`src/rtl/skewed_addr_gen_pkg.sv`:
```
// Shared constants and state encoding for the skewed (systolic) address generator.
// The default lane address width matches the downstream address selector bus.
package skewed_addr_gen_pkg;

  localparam int ADDR_W             = 14;
  localparam int DEFAULT_ARRAY_SIZE = 9;

  typedef enum logic [1:0] {
    IDLE = 2'd0,
    RUN  = 2'd1,
    DONE = 2'd2
  } state_t;

endpackage

```
`src/rtl/skewed_addr_gen_addr_lane.sv`:
```
// One systolic lane: offset latched at sweep start, then a running address that
// is valid while the lane's skewed step (t - LANE) lies inside 0..num_steps-1.
module addr_lane
  import skewed_addr_gen_pkg::*;
#(
  parameter int LANE   = 0,
  parameter int ADDR_W = skewed_addr_gen_pkg::ADDR_W
) (
  input  logic              clk,
  input  logic              reset,
  input  logic              i_latch,
  input  logic              i_advance,
  input  logic              i_clear,
  input  logic [ADDR_W-1:0] i_base_in,
  input  logic [ADDR_W-1:0] i_stride_in,
  input  logic [ADDR_W-1:0] i_steps_in,
  input  logic [ADDR_W-1:0] i_base,
  input  logic [ADDR_W-1:0] i_steps,
  input  logic [ADDR_W:0]   i_t_next,
  output logic [ADDR_W-1:0] o_addr,
  output logic              o_valid
);

  localparam int T_W = ADDR_W + 1;

  logic [ADDR_W-1:0] r_offset;
  logic [ADDR_W-1:0] r_addr;
  logic              r_valid;
  logic [T_W-1:0]    w_rel;
  logic              w_in_window;
  logic              w_first_at_latch;

  assign w_rel            = i_t_next - T_W'(LANE);
  assign w_in_window      = (i_t_next >= T_W'(LANE)) && (w_rel < {1'b0, i_steps});
  assign w_first_at_latch = (LANE == 0) && (i_steps_in != '0);

  // The window is contiguous, so after the first valid step the address just counts up.
  always_ff @(posedge clk or posedge reset) begin
    if (reset) begin
      r_offset <= '0;
      r_addr   <= '0;
      r_valid  <= 1'b0;
    end else if (i_latch) begin
      r_offset <= ADDR_W'(LANE) * i_stride_in;
      r_valid  <= w_first_at_latch;
      r_addr   <= w_first_at_latch ? i_base_in : '0;
    end else if (i_clear) begin
      r_addr  <= '0;
      r_valid <= 1'b0;
    end else if (i_advance) begin
      r_valid <= w_in_window;
      if (!w_in_window)
        r_addr <= '0;
      else if (r_valid)
        r_addr <= r_addr + ADDR_W'(1);
      else
        r_addr <= i_base + r_offset;
    end
  end

  assign o_addr  = r_addr;
  assign o_valid = r_valid;

endmodule

```
`src/rtl/skewed_addr_gen.sv`:
```
// Generates skewed per-lane addresses for a systolic array: lane r issues
// base + r*stride + (t - r) for num_steps steps, starting r cycles after lane 0.
module skewed_addr_gen
  import skewed_addr_gen_pkg::*;
#(
  parameter int ARRAY_SIZE = DEFAULT_ARRAY_SIZE,
  parameter int ADDR_W     = skewed_addr_gen_pkg::ADDR_W
) (
  input  logic                         clk,
  input  logic                         reset,
  input  logic                         start,
  input  logic [ADDR_W-1:0]            base_addr,
  input  logic [ADDR_W-1:0]            row_stride,
  input  logic [ADDR_W-1:0]            num_steps,
  input  logic                         enable,
  output logic [ADDR_W*ARRAY_SIZE-1:0] addr_out,
  output logic [ARRAY_SIZE-1:0]        addr_valid,
  output logic                         busy,
  output logic                         done
);

  localparam int T_W = ADDR_W + 1;

  state_t            r_state;
  logic [T_W-1:0]    r_t;
  logic [ADDR_W-1:0] r_base;
  logic [ADDR_W-1:0] r_steps;
  logic              r_busy;
  logic              r_done;

  logic [T_W-1:0]    w_last;
  logic [T_W-1:0]    w_t_next;
  logic              w_latch;
  logic              w_step;
  logic              w_advance;
  logic              w_finish;

  // Last step index is num_steps + ARRAY_SIZE - 2; the extra counter bit keeps it exact.
  assign w_last    = {1'b0, r_steps} + T_W'(ARRAY_SIZE - 2);
  assign w_t_next  = r_t + T_W'(1);
  assign w_latch   = (r_state == IDLE) && start;
  assign w_step    = (r_state == RUN) && enable;
  assign w_advance = w_step && (r_t != w_last);
  assign w_finish  = w_step && (r_t == w_last);

  always_ff @(posedge clk or posedge reset) begin
    if (reset) begin
      r_state <= IDLE;
      r_t     <= '0;
      r_base  <= '0;
      r_steps <= '0;
      r_busy  <= 1'b0;
      r_done  <= 1'b0;
    end else begin
      case (r_state)
        IDLE: begin
          if (start) begin
            r_base  <= base_addr;
            r_steps <= num_steps;
            r_t     <= '0;
            r_busy  <= 1'b1;
            if (num_steps == '0) begin
              r_state <= DONE;
              r_done  <= 1'b1;
            end else begin
              r_state <= RUN;
            end
          end
        end
        RUN: begin
          if (enable) begin
            if (r_t == w_last) begin
              r_state <= DONE;
              r_done  <= 1'b1;
            end else begin
              r_t <= w_t_next;
            end
          end
        end
        DONE: begin
          r_state <= IDLE;
          r_t     <= '0;
          r_busy  <= 1'b0;
          r_done  <= 1'b0;
        end
        default: begin
          r_state <= IDLE;
          r_busy  <= 1'b0;
          r_done  <= 1'b0;
        end
      endcase
    end
  end

  for (genvar g = 0; g < ARRAY_SIZE; g++) begin : g_lane
    addr_lane #(
      .LANE   (g),
      .ADDR_W (ADDR_W)
    ) u_lane (
      .clk         (clk),
      .reset       (reset),
      .i_latch     (w_latch),
      .i_advance   (w_advance),
      .i_clear     (w_finish),
      .i_base_in   (base_addr),
      .i_stride_in (row_stride),
      .i_steps_in  (num_steps),
      .i_base      (r_base),
      .i_steps     (r_steps),
      .i_t_next    (w_t_next),
      .o_addr      (addr_out[ADDR_W*g +: ADDR_W]),
      .o_valid     (addr_valid[g])
    );
  end

  assign busy = r_busy;
  assign done = r_done;

endmodule
```
`config.mk`:
```
export PLATFORM = sky130hd
export DESIGN_NAME = skewed_addr_gen
export DESIGN_NICKNAME = d
export VERILOG_FILES = /design/src/rtl/skewed_addr_gen_pkg.sv /design/src/rtl/skewed_addr_gen_addr_lane.sv /design/src/rtl/skewed_addr_gen.sv
export SDC_FILE = /design/constraint.sdc
export NUM_CORES = 1
export LEC_CHECK = 0
export ABC_CLOCK_PERIOD_IN_PS = 6450
export CORE_MARGIN = 2
export CORE_UTILIZATION = 40
export DETAILED_ROUTE_END_ITERATION = 16
export PLACE_DENSITY = 0.57
export SLEW_MARGIN = 20
export SYNTH_ARGS = -nofsm -noshare
export SYNTH_HDL_FRONTEND = slang
export SYNTH_HIERARCHICAL = 1
export SYNTH_SLANG_ARGS = --single-unit
```
`constraint.sdc`:
```
create_clock -name clk -period 6.45 [get_ports clk]
set_input_delay 0.645 -clock clk [delete_from_list [all_inputs] [get_ports clk]]
set_output_delay 0.645 -clock clk [all_outputs]
set_load 0.1 [all_outputs]
```
After elaboration in Yosys (flattened, before gate mapping)

Index checks and enable logic that the tools add are counted.

Word-level logic and storage cells: 203
Input bits: 46
Output and inout bits: 137
Bits in registers: 287

Add/sub/neg operators: 27
Bitwise gates (word level): 1
Order comparisons: 18
$mul: 4
Reductions and logical operators: 23
Multiplexer cells: 89
Equal/unequal tests: 9

Operators with widths:

| operator                                                                              | number |
|---|---|
| 14-bit two-way mux                                                                    | 46 |
| 15-bit by 14-bit < comparator with 1-bit output                                       | 9 |
| 14-bit by 1-bit adder with 14-bit output (second input constant)                      | 9 |
| 14-bit adder                                                                          | 8 |
| 15-bit by 3-bit greater-or-equal comparator with 1-bit output (second input constant) | 4 |
| 15-bit by 3-bit subtractor with 15-bit output (second input constant)                 | 4 |
| 15-bit two-way mux                                                                    | 3 |
| 15-bit case mux with 3 select lines                                                   | 1 |
| 1-bit two-way mux                                                                     | 32 |
| 15-bit by 1-bit greater-or-equal comparator with 1-bit output (second input constant) | 2 |
| 15-bit by 2-bit greater-or-equal comparator with 1-bit output (second input constant) | 2 |
| 15-bit by 2-bit subtractor with 15-bit output (second input constant)                 | 2 |
| 3-bit by 14-bit multiplier with 14-bit output (first input constant)                  | 2 |
| 14-bit by 3-bit adder with 15-bit output (second input constant)                      | 1 |
| 15-bit by 1-bit adder with 15-bit output (second input constant)                      | 1 |
| 15-bit == test                                                                        | 1 |
| 15-bit by 4-bit greater-or-equal comparator with 1-bit output (second input constant) | 1 |
| 15-bit != test                                                                        | 1 |
| 15-bit by 1-bit subtractor with 15-bit output (second input constant)                 | 1 |
| 15-bit by 4-bit subtractor with 15-bit output (second input constant)                 | 1 |
| 14-bit logical NOT                                                                    | 1 |
| 2-bit by 14-bit multiplier with 13-bit output (first input constant)                  | 1 |
| 2-bit by 14-bit multiplier with 14-bit output (first input constant)                  | 1 |
| 14-bit nonzero test                                                                   | 1 |
| other kinds (14)                                                                      | 36 |

Logic depth before layout (Yosys ltp)

Depth after elaboration: 8
Gate-level depth with buffers: 21

Modules after synthesis

Netlist, hierarchy kept.

By module, submodules not included:

| module                       | instances | cells an instance | area an instance (um2) | sequential area each (um2) |
|---|---|---|---|---|
| addr_lane (g_lane[7].u_lane) | 1         | 396               | 3485.8                 | 725.7 |
| addr_lane (g_lane[5].u_lane) | 1         | 376               | 3293.2                 | 725.7 |
| addr_lane (g_lane[3].u_lane) | 1         | 380               | 3244.4                 | 725.7 |
| addr_lane (g_lane[6].u_lane) | 1         | 366               | 3014.1                 | 700.7 |
| skewed_addr_gen              | 1         | 277               | 2783.9                 | 1176.1 |
| addr_lane (g_lane[1].u_lane) | 1         | 314               | 2711.4                 | 725.7 |
| addr_lane (g_lane[2].u_lane) | 1         | 327               | 2693.8                 | 700.7 |
| addr_lane (g_lane[4].u_lane) | 1         | 284               | 2443.6                 | 675.6 |
| addr_lane (g_lane[8].u_lane) | 1         | 281               | 2376.0                 | 650.6 |
| addr_lane (g_lane[0].u_lane) | 1         | 160               | 1407.6                 | 375.4 |

Worst setup path after synthesis

No wires, ideal clock.

Path kind: register to register
Start: reg r_t[2]
End: reg g_lane[7].u_lane.r_addr[10]
Path buffers: 2
Required time: 6.355 ns
Slack: 1.306 ns
Stages on the path, launching flop included: 21
Arrival: 5.049 ns
Clock period less this slack: 5.144 ns
Path through: dfrtp_1 -> clkbuf_1 -> nand3_1 -> nor2_1 -> nand2_1 -> nor2_1 -> nand3_1 -> xnor2_1 -> nor4_1 -> nand2_1 -> nor3_1 -> nand2_1 -> xnor2_1 -> ha_1 -> or4b_4 -> a211oi_1 -> mux2i_1 -> a21oi_4 -> buf_6 -> a32oi_1 -> o31ai_1

Longest elaborated chain between the ends: 8

RTL lines:

| element                                         | line                            | source |
|---|---|---|
| start: declaration                              | skewed_addr_gen.sv:25           | `logic [T_W-1:0] r_t;` |
| start signal: assignment                        | skewed_addr_gen.sv:76           | `r_t <= w_t_next;` |
| 15-bit by 1-bit adder with 15-bit output (*)    | skewed_addr_gen.sv:40           | `assign w_t_next = r_t + T_W'(1);` |
| named net w_t_next[9]                           | skewed_addr_gen.sv:32           | `logic [T_W-1:0] w_t_next;` |
| 15-bit by 3-bit subtractor with 15-bit output   | skewed_addr_gen_addr_lane.sv:33 | `assign w_rel = i_t_next - T_W'(LANE);` |
| 15-bit by 14-bit < comparator with 1-bit output | skewed_addr_gen_addr_lane.sv:34 | `assign w_in_window = (i_t_next >= T_W'(LANE)) && (w_rel < {1'b0, i_steps});` |
| 1-bit logical AND (*)                           | skewed_addr_gen_addr_lane.sv:34 |  |
| 14-bit two-way mux (*)                          | skewed_addr_gen_addr_lane.sv:52 | `if (!w_in_window)` |
| 14-bit two-way mux (*)                          | skewed_addr_gen_addr_lane.sv:50 | `end else if (i_advance) begin` |
| 14-bit two-way mux (*)                          | skewed_addr_gen_addr_lane.sv:47 | `end else if (i_clear) begin` |
| 14-bit two-way mux (*)                          | skewed_addr_gen_addr_lane.sv:43 | `end else if (i_latch) begin` |
| end signal: assignment                          | skewed_addr_gen_addr_lane.sv:46 | `r_addr <= w_first_at_latch ? i_base_in : '0;` |
| end signal: assignment                          | skewed_addr_gen_addr_lane.sv:55 | `r_addr <= r_addr + ADDR_W'(1);` |
| end signal: assignment                          | skewed_addr_gen_addr_lane.sv:57 | `r_addr <= i_base + r_offset;` |
| end: declaration                                | skewed_addr_gen_addr_lane.sv:27 | `logic [ADDR_W-1:0] r_addr;` |

The timed path passes the listed nets; every way through them passes the cells marked *. The select of a mux whose other input is x is not followed.
A chain may end at the register's enable or synchronous reset.

Worst setup path after layout

Start: reg r_steps[0]
End: reg g_lane[1].u_lane.r_addr[6]

Longest elaborated chain between the ends: 6

RTL lines:

| element                                                                                          | line                            | source |
|---|---|---|
| start: declaration                                                                               | skewed_addr_gen.sv:27           | `logic [ADDR_W-1:0] r_steps;` |
| start signal: assignment                                                                         | skewed_addr_gen.sv:59           | `r_steps <= num_steps;` |
| parallel branches: the longest is 6 deep, another holds 14-bit by 3-bit adder with 15-bit output | -                               |  |
| end signal: assignment                                                                           | skewed_addr_gen_addr_lane.sv:46 |  |
| end signal: assignment                                                                           | skewed_addr_gen_addr_lane.sv:55 |  |
| end signal: assignment                                                                           | skewed_addr_gen_addr_lane.sv:57 |  |
| end: declaration                                                                                 | skewed_addr_gen_addr_lane.sv:27 |  |

Several ways; the timed one is not identified. The select of a mux whose other input is x is not followed.

==> results_dict.tcl <==
set metrics [dict create \
    syn_area_um2 27500 \
    hold_buffers 0 \
    synth_top_family_by_area "compound AO/OA/AOI/OAI gates" \
    p_per_area_nw_per_um2 501 \
    fin_nets 3705 \
    post_cts_buffers 0 \
    clockRootBuffer "clkbuf_16" \
    grt_max_degree 58 \
    io_buffers 182 \
    insertion_delay_ns 0.59 \
    numCtsBuffers 39 \
    final_antenna_net_count 0 \
    timing.rr.start "r_steps[0]" \
    period_needed_ns 5.32 \
    drv_cap 0 \
    fin_tns_setup_ns 0 \
    synth_top_area_share 0.262 \
    die_area_um2 70700 \
    critPathSlowestCell "and4_1" \
    finalCritPeriodShare 0.825 \
    ys.flop_type "dfrtp_1" \
    first_pass_iters 5 \
    ys_ff_latch 287 \
    rows 96 \
    relSlewSlack 0.285 \
    synthCells 3161 \
    clkTransAtPathRegs_ns 0.06 \
    num_vias 25448 \
    wl_per_cell_um 21.4 \
    synth_compound_area_frac 0.218 \
    vias_per_cell 5.98 \
    finalPower_uw 15900 \
    leakage_uw 0.0145 \
    synthTopCellsByArea "dfrtp_1 (26%), ha_1 (13%), mux2_2 (4.6%)" \
    post_cts_resized 0 \
    worst_path_largest_cell_delay_ns 0.83 \
    nFillCells 6541 \
    antenna_found_initial 2 \
    cp.arrival_ns 5.82 \
    ys_seq_area_frac 0.262 \
    fmax_mhz 188 \
    coreArea_um2 68200 \
    synth_largest_area_cell "dfrtp_1" \
    rsz0062_at_grt "false" \
    synthAdderAreaFrac 0.150 \
    place_ws_ns 1.24 \
    rrSetupSlack_ns 1.13 \
    gp_congestion 0.893 \
    die_x_um 266 \
    maxSlewViolCount 0 \
    wl_um 91000 \
    synth.area.mux_share 0.0583 \
    clockBufferDepth 3 \
    grt_pass1_vias 24685 \
    worstHoldPathType "flip-flop to flip-flop" \
    worstSetupPathType "flip-flop to flip-flop" \
    initial_core_util 0.402 \
    worst_slack_ns 1.13 \
    synthArstFlopShare 1.00 \
    grt_use_total 0.251 \
    cp-start-kind "flip-flop" \
    fin_skew_ns 0.0340 \
    cts_tree "built" \
    fin_area_um2 31800 \
    timing.rr.end "g_lane[1].u_lane/o_addr[6]" \
    tightest_slew_ns 1.07 \
    cts_sinks 287 \
    grt_overflow_total 0 \
    final_hold_viol_count 0 \
    yosysUniqueCellTypes 110 \
    dieHeight_um 266 \
    cts.htree.levels 2 \
    clkPwrFrac 0.144 \
    layout-area-overhead-vs-synth_pct 15.7 \
    multiInputGateArea_um2 19000 \
    synth_area_per_cell_um2 8.69 \
    synth_edf_count 0 \
    cp_cell_sequence "inv_1 > ha_1 > nor2b_1 > nor4_1 > a22oi_1 > o311ai_4 > nand4b_4 > nand2_4 > inv_2 > or4b_2 > a31oi_1 > and4_1 > a31o_2 > a22o_1" \
    drt-initial-drc-count 1863 \
    outcome "complete, no violations" \
    layout-drive-gt1-share 0.106 \
    worst_ep_required_time_ns 6.95 \
    postSynthNetCount 3522 \
    top_level_ports 183 \
    cp-startpoint "r_steps[0]" \
    p_sw_uw 8600 \
    peakVddDrop_uv 339 \
    critical_path.endpoint "g_lane[1].u_lane/o_addr[6]" \
    crit_fanout 30 \
    grt_pass1_wl_um 142000 \
    seqPwrFrac 0.198 \
    p_comb_frac 0.659 \
    synth-xor-area-share 0.0701 \
    hpwl_um 64800 \
    placed_area_um2 30400 \
    synth-simple-area-share 0.190 \
    yosys_warnings 6 \
    setup_violations 0 \
    cell_internal_pwr_uw 7310 \
    drc_errors 0 \
    seqCellArea_um2 7180 \
    critPathCaptureType "flip-flop" \
    swShare 0.540 \
    r2r.worst_path.cells 14 \
]
[layout make-up]
class,instances,area share
diodes,1,0.0000788
clock buffers,53,0.0349
clock inverters,16,0.00709
inverters,239,0.0283
multi-input cells,2535,0.597
flip-flops and latches,287,0.226
well taps,882,0.0347
repair buffers,242,0.0715
[Yosys cell counts (71+ instances only)]
cell	count
a21o_1	71
a21oi_1	146
dfrtp_1	287
ha_1	292
inv_1	236
mux2_2	111
nand2_1	268
nand3_1	96
nor2_1	156
nor3_1	95
o21ai_0	175
xnor2_1	104
xor2_1	114
[cell families (layout without fill, tap and decap cells)]
family,after synthesis,in the layout
simple gates,985,985
other cells,0,1
flops,287,287
fa+ha+maj,315,315
xor+xnor,219,219
compound gates,870,870
buf+inv,339,550
mux,146,146
[stage by stage]
stage	util	instances	hold WS (ns)
CTS	0.465	4254	0.493
floorplan	-	3161	0.456
detailed placement	0.446	4185	0.481
global placement	0.446	4185	0.471
global route	0.466	4254	0.521
finish	0.466	4255	0.492
[per-layer routing]
metal	vias up	GRT usage	share of wire
met5	-	0	0.00012
met4	2	0.0727	0.028
met3	128	0.0283	0.048
met2	719	0.420	0.46
met1	12500	0.342	0.46
li1	12099	-	-
[worst min path at each step]
stage | start | cells past startpoint | to
2_1_floorplan | g_lane[3].u_lane/r_offset[4] | 2 | g_lane[3].u_lane/r_offset[4]
3_3_place_gp | busy | 1 | busy
3_5_place_dp | g_lane[3].u_lane/r_offset[7] | 1 | g_lane[3].u_lane/r_offset[7]
4_1_cts | g_lane[3].u_lane/r_offset[7] | 1 | g_lane[3].u_lane/r_offset[7]
5_1_grt | g_lane[4].u_lane/r_offset[2] | 1 | g_lane[4].u_lane/r_offset[2]
6_report | g_lane[3].u_lane/r_offset[7] | 1 | g_lane[3].u_lane/r_offset[7]
[registers in the layout, indices dropped and copies added, names as in the netlist]
register	flops
r_base	14
g_lane.u_lane/r_offset	105
r_t	15
done	1
r_state	2
g_lane.u_lane/o_valid	9
r_steps	14
g_lane.u_lane/o_addr	126
busy	1
[worst max-delay path: cells and delay by family, from the launching register on]
kind / cells / cell delay [ns]
AND/OR/NAND/NOR: 6 / 2.50
AO/OA/AOI/OAI: 5 / 1.07
flip-flops: 1 / 0.58
buffers and inverters: 2 / 0.81
adder cells (fa/ha/maj): 1 / 0.24
[placed cells by master, fill, tap and decap left out, types with 27 or more instances in the layout]
cell type and instances:
ha_1 292, dfrtp_1 287, nand2_1 268, inv_1 231
clkdlybuf4s50_1 182, o21ai_0 175, nor2_1 156, a21oi_1 146
mux2_2 111, xor2_1 111, nand3_1 96, xnor2_1 95
nor3_1 89, a21o_1 71, buf_4 60, nor4_1 51
a211oi_1 46, nand4_1 44, a22o_1 44, and3_1 41
clkbuf_16 39, mux2i_1 35, a31oi_1 34, o21ai_1 33
o21a_1 32, nor2b_1 29, o211ai_1 28, nand2b_1 27
[power by group through the flow]
stage | Clock [uW] | Combinational, uW | Sequential (uW)
3_5_place_dp | 0 | 10400 | 3160
5_1_grt | 2400 | 11400 | 3230
4_1_cts | 2330 | 10400 | 3140
2_1_floorplan | 0 | 5880 | 5030
6_report | 2290 | 10500 | 3150
3_3_place_gp | 0 | 10200 | 3140
(Power assumes the default switching activity.)
